<file path="src/rtl/trdb_packet_scheduler.sv">
// trdb_packet_scheduler
// Queues packet requests from the packet-type selection logic and drains them
// to the packet emitter over a valid/ready handshake.  On overflow, requests
// are dropped until the queue has drained.  A format 3 / subformat 3 packet
// with qual_status TRACE_LOST is then emitted before normal queuing resumes.
// Also owns the resync counter and its max/one-before-max indications.
//
// Ports
//   clk_i, rst_ni                 clock, asynchronous active-low reset
//   req_*_i                       packet request (no back-pressure)
//   resync_rst_i/resync_cnt_en_i  resync counter clear / count enable
//   valid_o, ready_i              head packet handshake to the emitter
//   format_o .. qual_status_o     head packet fields (registered)
//   packets_lost_o                high while dropping or injecting TRACE_LOST
//   level_o                       FIFO occupancy
//   gt_max_resync_o               counter >= RESYNC_MAX
//   et_max_resync_o               counter == RESYNC_MAX-1

package trdb_pkg;
    typedef enum logic [1:0] {
        F_OPT_EXT    = 2'd0,
        F_DIFF_DELTA = 2'd1,
        F_ADDR_ONLY  = 2'd2,
        F_SYNC       = 2'd3
    } trdb_format_e;

    typedef enum logic [1:0] {
        SF_START   = 2'd0,
        SF_TRAP    = 2'd1,
        SF_CONTEXT = 2'd2,
        SF_SUPPORT = 2'd3
    } trdb_f_sync_subformat_e;

    typedef enum logic [1:0] {
        NO_CHANGE  = 2'd0,
        ENDED_REP  = 2'd1,
        TRACE_LOST = 2'd2,
        ENDED_NTR  = 2'd3
    } qual_status_e;

    typedef struct packed {
        trdb_format_e           format;
        trdb_f_sync_subformat_e subformat;
        logic                   thaddr;
        logic                   cause_mux;
        logic                   tval_mux;
        qual_status_e           qual_status;
    } trdb_pkt_t;
endpackage

module trdb_packet_scheduler
    import trdb_pkg::*;
#(
    parameter int DEPTH      = 4,
    parameter int RESYNC_MAX = 16,
    parameter int CNT_W      = $clog2(RESYNC_MAX) + 1
) (
    input  logic                   clk_i,
    input  logic                   rst_ni,
    input  logic                   req_valid_i,
    input  trdb_format_e           req_format_i,
    input  trdb_f_sync_subformat_e req_subformat_i,
    input  logic                   req_thaddr_i,
    input  logic                   req_cause_mux_i,
    input  logic                   req_tval_mux_i,
    input  qual_status_e           req_qual_status_i,
    input  logic                   resync_rst_i,
    input  logic                   resync_cnt_en_i,
    output logic                   valid_o,
    input  logic                   ready_i,
    output trdb_format_e           format_o,
    output trdb_f_sync_subformat_e subformat_o,
    output logic                   thaddr_o,
    output logic                   cause_mux_o,
    output logic                   tval_mux_o,
    output qual_status_e           qual_status_o,
    output logic                   packets_lost_o,
    output logic [$clog2(DEPTH):0] level_o,
    output logic                   gt_max_resync_o,
    output logic                   et_max_resync_o
);
    localparam int AW = $clog2(DEPTH);
    localparam int LW = AW + 1;

    typedef enum logic [1:0] {
        ST_NORMAL = 2'd0,
        ST_LOST   = 2'd1,
        ST_INJECT = 2'd2
    } state_e;

    localparam trdb_pkt_t INJECT_PKT = '{format: F_SYNC, subformat: SF_SUPPORT,
        thaddr: 1'b0, cause_mux: 1'b0, tval_mux: 1'b0, qual_status: TRACE_LOST};
    localparam trdb_pkt_t IDLE_PKT = '{format: F_OPT_EXT, subformat: SF_START,
        thaddr: 1'b0, cause_mux: 1'b0, tval_mux: 1'b0, qual_status: NO_CHANGE};

    trdb_pkt_t        mem_q [DEPTH];
    trdb_pkt_t        mem_d [DEPTH];
    logic [AW-1:0]    wptr_q, wptr_d, rptr_q, rptr_d;
    logic [LW-1:0]    count_q, count_d;
    state_e           state_q, state_d;
    logic             valid_q, valid_d;
    trdb_pkt_t        head_q, head_d;
    logic             lost_q, lost_d;
    logic [CNT_W-1:0] cnt_q, cnt_d;
    logic             gt_q, gt_d, et_q, et_d;

    logic             pop_s, fifo_pop_s, push_s, full_s;
    trdb_pkt_t        req_pkt_s;

    // Next-state computation for FIFO, state machine, output register and resync counter
    always_comb begin
        req_pkt_s = '{format: req_format_i, subformat: req_subformat_i,
                      thaddr: req_thaddr_i, cause_mux: req_cause_mux_i,
                      tval_mux: req_tval_mux_i, qual_status: req_qual_status_i};

        mem_d  = mem_q;
        wptr_d = wptr_q;
        rptr_d = rptr_q;

        pop_s      = valid_q && ready_i;
        // in INJECT the head is the synthetic packet, not a FIFO entry
        fifo_pop_s = pop_s && (state_q != ST_INJECT);
        full_s     = (count_q == LW'(DEPTH));
        // a full FIFO still accepts when its head leaves in the same cycle
        push_s     = (state_q == ST_NORMAL) && req_valid_i && (!full_s || fifo_pop_s);

        if (push_s) begin
            mem_d[wptr_q] = req_pkt_s;
            wptr_d        = wptr_q + AW'(1);
        end else begin
            wptr_d = wptr_q;
        end

        if (fifo_pop_s) begin
            rptr_d = rptr_q + AW'(1);
        end else begin
            rptr_d = rptr_q;
        end

        case ({push_s, fifo_pop_s})
            2'b10:   count_d = count_q + LW'(1);
            2'b01:   count_d = count_q - LW'(1);
            default: count_d = count_q;
        endcase

        case (state_q)
            ST_NORMAL: begin
                if (req_valid_i && !push_s) begin
                    state_d = ST_LOST;
                end else begin
                    state_d = ST_NORMAL;
                end
            end
            ST_LOST: begin
                // move on once nothing remains to be presented after this cycle
                if (count_d == {LW{1'b0}}) begin
                    state_d = ST_INJECT;
                end else begin
                    state_d = ST_LOST;
                end
            end
            ST_INJECT: begin
                if (pop_s) begin
                    state_d = ST_NORMAL;
                end else begin
                    state_d = ST_INJECT;
                end
            end
            default: state_d = ST_NORMAL;
        endcase

        // output register shows the head of the next-cycle queue
        valid_d = (state_d == ST_INJECT) || (count_d != {LW{1'b0}});
        if (state_d == ST_INJECT) begin
            head_d = INJECT_PKT;
        end else if (count_d != {LW{1'b0}}) begin
            head_d = mem_d[rptr_d];
        end else begin
            head_d = IDLE_PKT;
        end
        lost_d = (state_d != ST_NORMAL);

        if (resync_rst_i) begin
            cnt_d = {CNT_W{1'b0}};
        end else if (resync_cnt_en_i && (cnt_q < CNT_W'(RESYNC_MAX))) begin
            cnt_d = cnt_q + CNT_W'(1);
        end else begin
            cnt_d = cnt_q;
        end
        gt_d = (cnt_d >= CNT_W'(RESYNC_MAX));
        et_d = (cnt_d == CNT_W'(RESYNC_MAX - 1));
    end

    // State and output registers
    always_ff @(posedge clk_i or negedge rst_ni) begin
        if (!rst_ni) begin
            for (int i = 0; i < DEPTH; i++) begin
                mem_q[i] <= IDLE_PKT;
            end
            wptr_q  <= {AW{1'b0}};
            rptr_q  <= {AW{1'b0}};
            count_q <= {LW{1'b0}};
            state_q <= ST_NORMAL;
            valid_q <= 1'b0;
            head_q  <= IDLE_PKT;
            lost_q  <= 1'b0;
            cnt_q   <= {CNT_W{1'b0}};
            gt_q    <= 1'b0;
            et_q    <= 1'b0;
        end else begin
            mem_q   <= mem_d;
            wptr_q  <= wptr_d;
            rptr_q  <= rptr_d;
            count_q <= count_d;
            state_q <= state_d;
            valid_q <= valid_d;
            head_q  <= head_d;
            lost_q  <= lost_d;
            cnt_q   <= cnt_d;
            gt_q    <= gt_d;
            et_q    <= et_d;
        end
    end

    assign valid_o         = valid_q;
    assign format_o        = head_q.format;
    assign subformat_o     = head_q.subformat;
    assign thaddr_o        = head_q.thaddr;
    assign cause_mux_o     = head_q.cause_mux;
    assign tval_mux_o      = head_q.tval_mux;
    assign qual_status_o   = head_q.qual_status;
    assign packets_lost_o  = lost_q;
    assign level_o         = count_q;
    assign gt_max_resync_o = gt_q;
    assign et_max_resync_o = et_q;
endmodule

</file>
<file path="config.mk">
export PLATFORM = sky130hd
export DESIGN_NAME = trdb_packet_scheduler
export DESIGN_NICKNAME = d
export VERILOG_FILES = /design/src/rtl/trdb_packet_scheduler.sv
export SDC_FILE = /design/constraint.sdc
export NUM_CORES = 1
export LEC_CHECK = 0
export CORE_AREA = 2 2 77 79
export CTS_BUF_LIST = sky130_fd_sc_hd__clkbuf_2 sky130_fd_sc_hd__clkbuf_4 sky130_fd_sc_hd__clkbuf_8
export DETAILED_ROUTE_END_ITERATION = 12
export DIE_AREA = 0 0 79 81
export PLACE_DENSITY = 0.86
export SYNTH_ARGS = -nofsm -noshare
export SYNTH_HDL_FRONTEND = slang
export SYNTH_SLANG_ARGS = --single-unit
</file>
<file path="constraint.sdc">
create_clock -name clk_i -period 5.7 [get_ports clk_i]
set_input_delay 1.14 -clock clk_i [delete_from_list [all_inputs] [get_ports clk_i]]
set_output_delay 1.14 -clock clk_i [all_outputs]
set_load 0.005 [all_outputs]
</file>
# After elaboration in Yosys (flattened, before gate mapping)
# Index checks and enable logic that the tools add are counted.
# Widths: inputs -> output; s select.
[totals]
output_inout_bits = 16
in_bits = 15
wordCells = 91
regBits = 63
[classes]
n_addsub = 5
eq_ne = 8
bitwise = 2
reduce_logical = 15
muxes = 17
n_lt_le_gt_ge = 5
[op_table]
columns = ["operator", "n"]
rows = [
  ["$mux 9", 5],
  ["$bwmux 36", 1],
  ["$mux 36", 1],
  ["$bmux 9 s2", 1],
  ["$demux 9 s2", 1],
  ["$mux 5", 2],
  ["$logic_and 1x1->1", 7],
  ["$eq 2x2->1 const B", 3],
  ["$ge 3x3->1 const B", 2],
  ["$mux 2", 3],
  ["$not 2->3", 2],
  ["$pmux 2 s3", 1],
  ["$pmux 3 s2", 1],
  ["$add 5x1->5 const B", 1],
  ["$eq 5x4->1 const B", 1],
  ["$ge 5x5->1 const B", 1],
  ["$lt 5x5->1 const B", 1],
  ["$add 2x1->2 const B", 2],
  ["$eq 2x1->1 const B", 2],
  ["$add 3x1->3 const B", 1],
  ["$eq 3x3->1 const B", 1],
  ["$logic_not 3->1", 1],
  ["$lt 3x1->1 const B", 1],
  ["$reduce_bool 3->1", 1],
  ["7 further kinds", 9],
]

# Logic depth before layout (Yosys ltp)
# Gate-level depths: netlist of the first run.
[depth]
word_depth = 12
ltp_mapped = 12
mapped_depth_nobuf = 10

# Worst setup path before layout of the first run
# Ideal clock, no wire load.
[synth_path]
kind = "input-to-reg"
start = "in req_valid_i"
end = "reg head_q, in the netlist format_o[0]"
cell_stages = 11
setup_ns = 0.155
arrival_ns = 3.599
required_time_ns = 5.545
slack_ns = 1.946
path_cell_list = "nand2b_1 -> a211oi_2 -> clkinv_1 -> ha_1 -> fa_1 -> xnor2_1 -> or3_1 -> a41o_1 -> clkbuf_1 -> nor4_1 -> a221oi_1"
[synth_rtl]
columns = ["element", "line", "source"]
rows = [
  ["from (decl)", "60", "input logic req_valid_i,"],
  ["to (signal assigned)", "205", "head_q <= IDLE_PKT;"],
  ["to (signal assigned)", "217", "head_q <= head_d;"],
  ["to (decl)", "102", "trdb_pkt_t head_q, head_d;"],
]

==> run metrics, run 1 <==
die height=81 µm; largest area contributor in the netlist=dfrtp_1; dpl hpwl=5.97 mm; wire per inst=18.4 µm; input/output buffers=30; power per cell area=574 nW/µm²; largest net degree at the start of global routing=63; Via Count=3063; CTS tree=yes; CTS Buffer Depth=2; pre-CTS setup slack=925 ps; post-synthesis sequential area ratio=0.445; die width=79 µm; RR Endpoint=subformat_o[0]; Post-Syn Area=3490 µm²; crit path kind=input pin to flip-flop; Worst-path clk slew=~70 ps; P_leak=1.69 nW; Commonest cells post-synth=62 x dfrtp_1, 43 x nand2_1, 37 x o21ai_0, 28 x nor2_1, 19 x mux2_2; Worst-Margin Slew=1070 ps; n_diodes=0; r2r setup slk=1910 ps; post-placement cell count=457; initial antenna violation count=0; Std-Cell Rows=28; asr flop ratio synth=1.00; total CTS buffers=9; worst-path cell chain=clkdlybuf4s50_1, nand2_1, a211oi_2, buf_4, clkinv_1, ha_1, fa_1, xnor2_1, o21ai_0, nand3_1, nor3_1, a221oi_1; Max H-tree Level=3; crit-path max FO=14; top-count cell post-synth=dfrtp_1; min Tclk post-route=4520 ps; Worst Hold Path Cells=2; critical path endpoint category=flip-flop; core area=5680 µm²; Num Clock Sinks=62; top post-synthesis cells by area=dfrtp_1 44%, mux2_2 6.1%, o21ai_0 5.3%; hold_buf cts=0; cells after synthesis=369; Clock Latency Late Sink=350 ps; Top Family by Delay on Critical Path=simple AND/OR/NAND/NOR gates; synth warn=0; root buffer cell=clkbuf_8; Hold Path End=mem_q[30]; flop and latch count out of synthesis=62; vias in the first global route=2875; Final Wtd Congestion=between 0.9 and 1; CP startpoint kind=input pin; DIE AREA=~6400 µm²; layout cells sized above 1=0.143; Finish-stage setup viols=0; IO Pins=31; FF-to-FF path depth=11; grt ovf=0; first-pass GRT wire length=around 14 mm; # fillers=435; max incr delay on CP=670 ps; vias per inst=6.48; Req. time, crit path=5870 ps; max capacitance violation total=0; most used flip-flop cell after synthesis=dfrtp_1; RSZ-0062 raised after global routing=false; Max rail drop VDD=0.000270 V; CP arrival=4690 ps; Iteration-0 DRC Markers=293; remaining antenna violation count=0; slowest CP cell=nor3_1; area delta synth->final=15.2%; initial core utilization=0.615; Tcrit/Tclk final=0.794; non-filler cells, final=473; GRT Util Overall=0.288; Post-Syn Nets=391; DR pass1 iterations=6; Avg Cell Area, Syn=roughly 9.5 µm²; post-route DRC violation count=0; EDFF count, synth=0; Max Freq=0.221 GHz; Synth cell types=61; TNS Setup=0 ps; final hold viol count=0; setup ws final=1180 ps; Final #Nets=415; Hold WC Path Type=flip-flop to flip-flop; Worst R2R Start=level_o[0]; status=complete, no violations; setup bufs post-CTS=0; Slew HR=0.280; drt total wl=8.69 mm; Fin Clk Skew=8.93 ps; post-CTS sizing=0; Slew Limit Fails=0; Synth top area share=0.445; hold_sp=mem_q[30]; Crit path buffers/inverters=3
## where the power goes
part	switching [mW]	internal (mW)	total (mW)
registers	0.136	0.636	0.772
clock network	0.179	0.219	0.397
logic	0.625	0.514	1.14
total	0.939	1.37	2.31
## cell type report
| type | instances | area (µm²) | share of cell area |
|---|---|---|---|
| Clock inverter | 5 | 58.8 | 0.0146 |
| Multi-Input combinational cell | 270 | 1780 | 0.443 |
| Inverter | 15 | 56.3 | 0.0140 |
| Tap cell | 75 | 93.8 | 0.0233 |
| Timing Repair Buffer | 35 | 333 | 0.0828 |
| Clock buffer | 11 | 145 | 0.0361 |
| Sequential cell | 62 | 1550 | 0.386 |
## through the flow
step / area (µm²) / util / hold WS, ps / power (mW)
2_1_floorplan: 3490 / - / 444 / 1.55
4_1_cts: 4020 / 0.708 / 488 / 2.29
3_3_place_gp: 3810 / 0.672 / 466 / 1.85
5_1_grt: 4020 / 0.708 / 504 / 2.47
3_5_place_dp: 3810 / 0.672 / 472 / 1.89
6_report: 4020 / 0.708 / 483 / 2.31
## worst reg2reg max path, delay by kind of cell (launching register included)
kind | cells | cell delay [ps]
and+or+nand+nor | 4 | 1620
adders and majority gates | 2 | 670
AOI/OAI and AO/OA | 3 | 480
DFF | 1 | 470
buffers and inverters | 2 | 370
## routing by layer
layer | track usage | part of all wire | wire length, µm | up-vias
met5 | 0 | 0 | 0 | -
met4 | 0.148 | 0.032 | 278 | 0
met3 | 0.0389 | 0.064 | 558 | 30
met2 | 0.470 | 0.48 | 4150 | 176
met1 | 0.379 | 0.43 | 3710 | 1447
li1 | - | - | - | 1410
## how the worst max path moves through the flow
stage / from / to / slack (ps) / depth (start not counted)
after floorplan: req_valid_i / format_o[0] / 1950 / 11
after global placement: ready_i / format_o[0] / 1120 / 12
after detailed placement: ready_i / subformat_o[0] / 920 / 12
after CTS: ready_i / subformat_o[0] / 1260 / 12
after global routing: ready_i / subformat_o[0] / 880 / 12
final: ready_i / subformat_o[0] / 1180 / 12
## kinds of logic (layout without fill, tap and decap cells)
group,count (synthesis),after routing,synth area share
and+or+nand+nor,132,132,0.198
AOI/OAI and AO/OA,105,105,0.205
DFF,62,62,0.445
buffers and inverters,37,66,0.0452
muxes,21,21,0.0671
adders and majority gates,7,7,0.0272
xor gates and xnor gates,5,5,0.0125
## flip-flops by register name, summed over array words and instances, names as in the netlist
| signal | cells |
|---|---|
| mem_q | 36 |
| cnt_q | 5 |
| level_o | 3 |
| format_o | 2 |
| qual_status_o | 2 |
| rptr_q | 2 |
| state_q | 2 |
| subformat_o | 2 |
| wptr_q | 2 |
| cause_mux_o | 1 |
| et_max_resync_o | 1 |
| packets_lost_o | 1 |
| thaddr_o | 1 |
| tval_mux_o | 1 |
| valid_o | 1 |
## cells in the final DEF (no fill, tap or decap), types with 3 or more instances in the layout
| cell | n |
|---|---|
| ha_1 | 6 |
| a21oi_1 | 13 |
| nor2b_1 | 3 |
| buf_4 | 5 |
| inv_1 | 14 |
| o221a_2 | 3 |
| nand4b_1 | 5 |
| nand2b_1 | 4 |
| a21boi_0 | 5 |
| a311oi_1 | 3 |
| and3_1 | 7 |
| nor2_1 | 28 |
| nand2_1 | 43 |
| nor3_1 | 3 |
| clkbuf_8 | 10 |
| a211oi_1 | 3 |
| a221oi_1 | 12 |
| xnor2_1 | 4 |
| or2_2 | 5 |
| clkdlybuf4s50_1 | 29 |
| o221ai_1 | 5 |
| nor4_1 | 6 |
| o21ai_0 | 37 |
| or2_0 | 3 |
| a31oi_1 | 6 |
| dfrtp_1 | 62 |
| nand3_1 | 9 |
| mux2_2 | 19 |
Note: power is estimated with default switching activity, not from simulation.
==> inputs of run 2 (changes only) <==
CORE_AREA = 2 2 80 82   (was 2 2 77 79)
DIE_AREA = 0 0 82 84   (was 0 0 79 81)
PLACE_DENSITY = 0.8   (was 0.86)
clock period = 4.65 ns   (was 5.7 ns; I/O delays follow)
==> run metrics, run 2 (synthesis results as in run 1) <==
Min Hold Slack=485 ps; DIE AREA=6890 µm²; CTS tree=yes; area occupied by multi-input gates=1780 µm²; Iteration-0 DRC Markers=roughly 260; post-CTS sizing=0; RSZ-0062 raised after global routing=false; initial core utilization=0.572; Sw Pwr=1.14 mW; crit path kind=input pin to flip-flop; first-pass GRT wire length=between 10 and 15 mm; Final Wtd Congestion=0.910; Req. time, crit path=4830 ps; internal power=1.70 mW; Hold WC Path Type=flip-flop to flip-flop; status=complete, no violations; grt ovf=0; vias per inst=6.45; Via Count=between 3000 and 4000; wire per inst=slightly below 20 µm; Max H-tree Level=3; P_leak=1.70 nW; post-route DRC violation count=0; sw frac=0.402; Worst-path clk slew=60 ps; final hold viol count=0; largest reg by FF count=mem_q; layout cells sized above 1=0.143; IO Pins=31; die width=82 µm; Reg area=between 1500 and 2000 µm²; largest net degree at the start of global routing=33; core area=~6000 µm²; total CTS buffers=9; Std-Cell Rows=29; Clock Latency Late Sink=roughly 350 ps; initial antenna violation count=0; die height=84 µm; WL met2=4.38 mm; DR pass1 iterations=5; Slew HR=0.317; TNS Setup=0 ps; hold_buf cts=0; min Tclk post-route=4130 ps; drt total wl=9.21 mm; n_diodes=0; setup bufs post-CTS=0; Worst-Margin Slew=around 1000 ps; Num Clock Sinks=62; Finish-stage setup viols=0; # fillers=511; Max rail drop VDD=approximately 0.00038 V; CP startpoint kind=input pin; input/output buffers=30; vias in the first global route=2968; root buffer cell=clkbuf_8; remaining antenna violation count=0; power per cell area=around 700 nW/µm²; CP arrival=4310 ps; share of power burned in registers=0.334; Final #Nets=418; Logic pwr share=0.497; max reg flops=36; dpl hpwl=about 6.4 mm; Slew Limit Fails=0; critical path endpoint category=flip-flop; Clock power frac=0.169; Max Freq=0.242 GHz; Fin Clk Skew=between 4 and 5 ps; max capacitance violation total=0; Post-Route M1 WL=3.91 mm; Tcrit/Tclk final=0.888; max layer used=met4; GRT Util Overall=0.290; met3 wire length=638 µm; setup ws final=522 ps; crit-path max FO=8; most common cell after layout, fill and taps aside=dfrtp_1; area delta synth->final=15.6%; most frequent cells in the layout=62 x dfrtp_1, 43 x nand2_1, 37 x o21ai_0, 29 x clkdlybuf4s50_1, 28 x nor2_1; pre-CTS setup slack=281 ps; CTS Buffer Depth=2
[run 2: worst max-delay path: stages]
cell and delay [ps]:
clkdlybuf4s50_1 580, nand2b_1 140, a211oi_2 250, clkinv_1 280
ha_1 330, fa_1 380, xnor2_1 140, o21ai_0 290
nand3_1 190, nor3_1 680, a221oi_1 130
[run 2: power groups by stage]
stage | clock (mW) | combinational (mW) | sequential [mW]
2_1_floorplan | 0 | 0.999 | 0.900
3_3_place_gp | 0 | 1.34 | 0.944
3_5_place_dp | 0 | 1.39 | 0.952
4_1_cts | 0.487 | 1.40 | 0.945
5_1_grt | 0.509 | 1.55 | 0.978
6_report | 0.482 | 1.41 | 0.951
[run 2: worst paths after layout]
| kind | from | end | slack, ps | cells past startpoint |
|---|---|---|---|---|
| max | req_valid_i | format_o[0] | 520 | 11 |
| min | mem_q[31] | mem_q[31] | 490 | 2 |
| max reg2reg | state_q[1] | format_o[0] | 1020 | 9 |
| min reg2reg | mem_q[31] | mem_q[31] | 490 | 2 |
| max in group asynchronous | rst_ni | rptr_q[1] | 3120 | 2 |
| min in group asynchronous | rst_ni | level_o[1] | 640 | 1 |
[run 2: layer usage]
| metal | vias up | track usage |
|---|---|---|
| li1 | 1408 | - |
| met1 | 1473 | 0.391 |
| met2 | 151 | 0.444 |
| met3 | 32 | 0.0465 |
| met4 | 0 | 0.152 |
| met5 | - | 0 |
[run 2: cell type report]
| class | instances | area share |
|---|---|---|
| Timing Repair Buffer | 38 | 0.0881 |
| Sequential cell | 62 | 0.384 |
| Multi-Input combinational cell | 270 | 0.441 |
| Tap cell | 77 | 0.0239 |
| Clock inverter | 1 | 0.00744 |
| Clock buffer | 12 | 0.0409 |
| Inverter | 15 | 0.0140 |
[run 2: stage by stage]
| step | power (mW) | cells | util | cell area (µm²) |
|---|---|---|---|---|
| after floorplan | 1.90 | 369 | - | 3490 |
| after global placement | 2.29 | 462 | 0.630 | 3840 |
| after detailed placement | 2.35 | 462 | 0.630 | 3840 |
| after CTS | 2.83 | 475 | 0.662 | 4040 |
| after global routing | 3.04 | 475 | 0.662 | 4040 |
| final | 2.85 | 475 | 0.662 | 4040 |
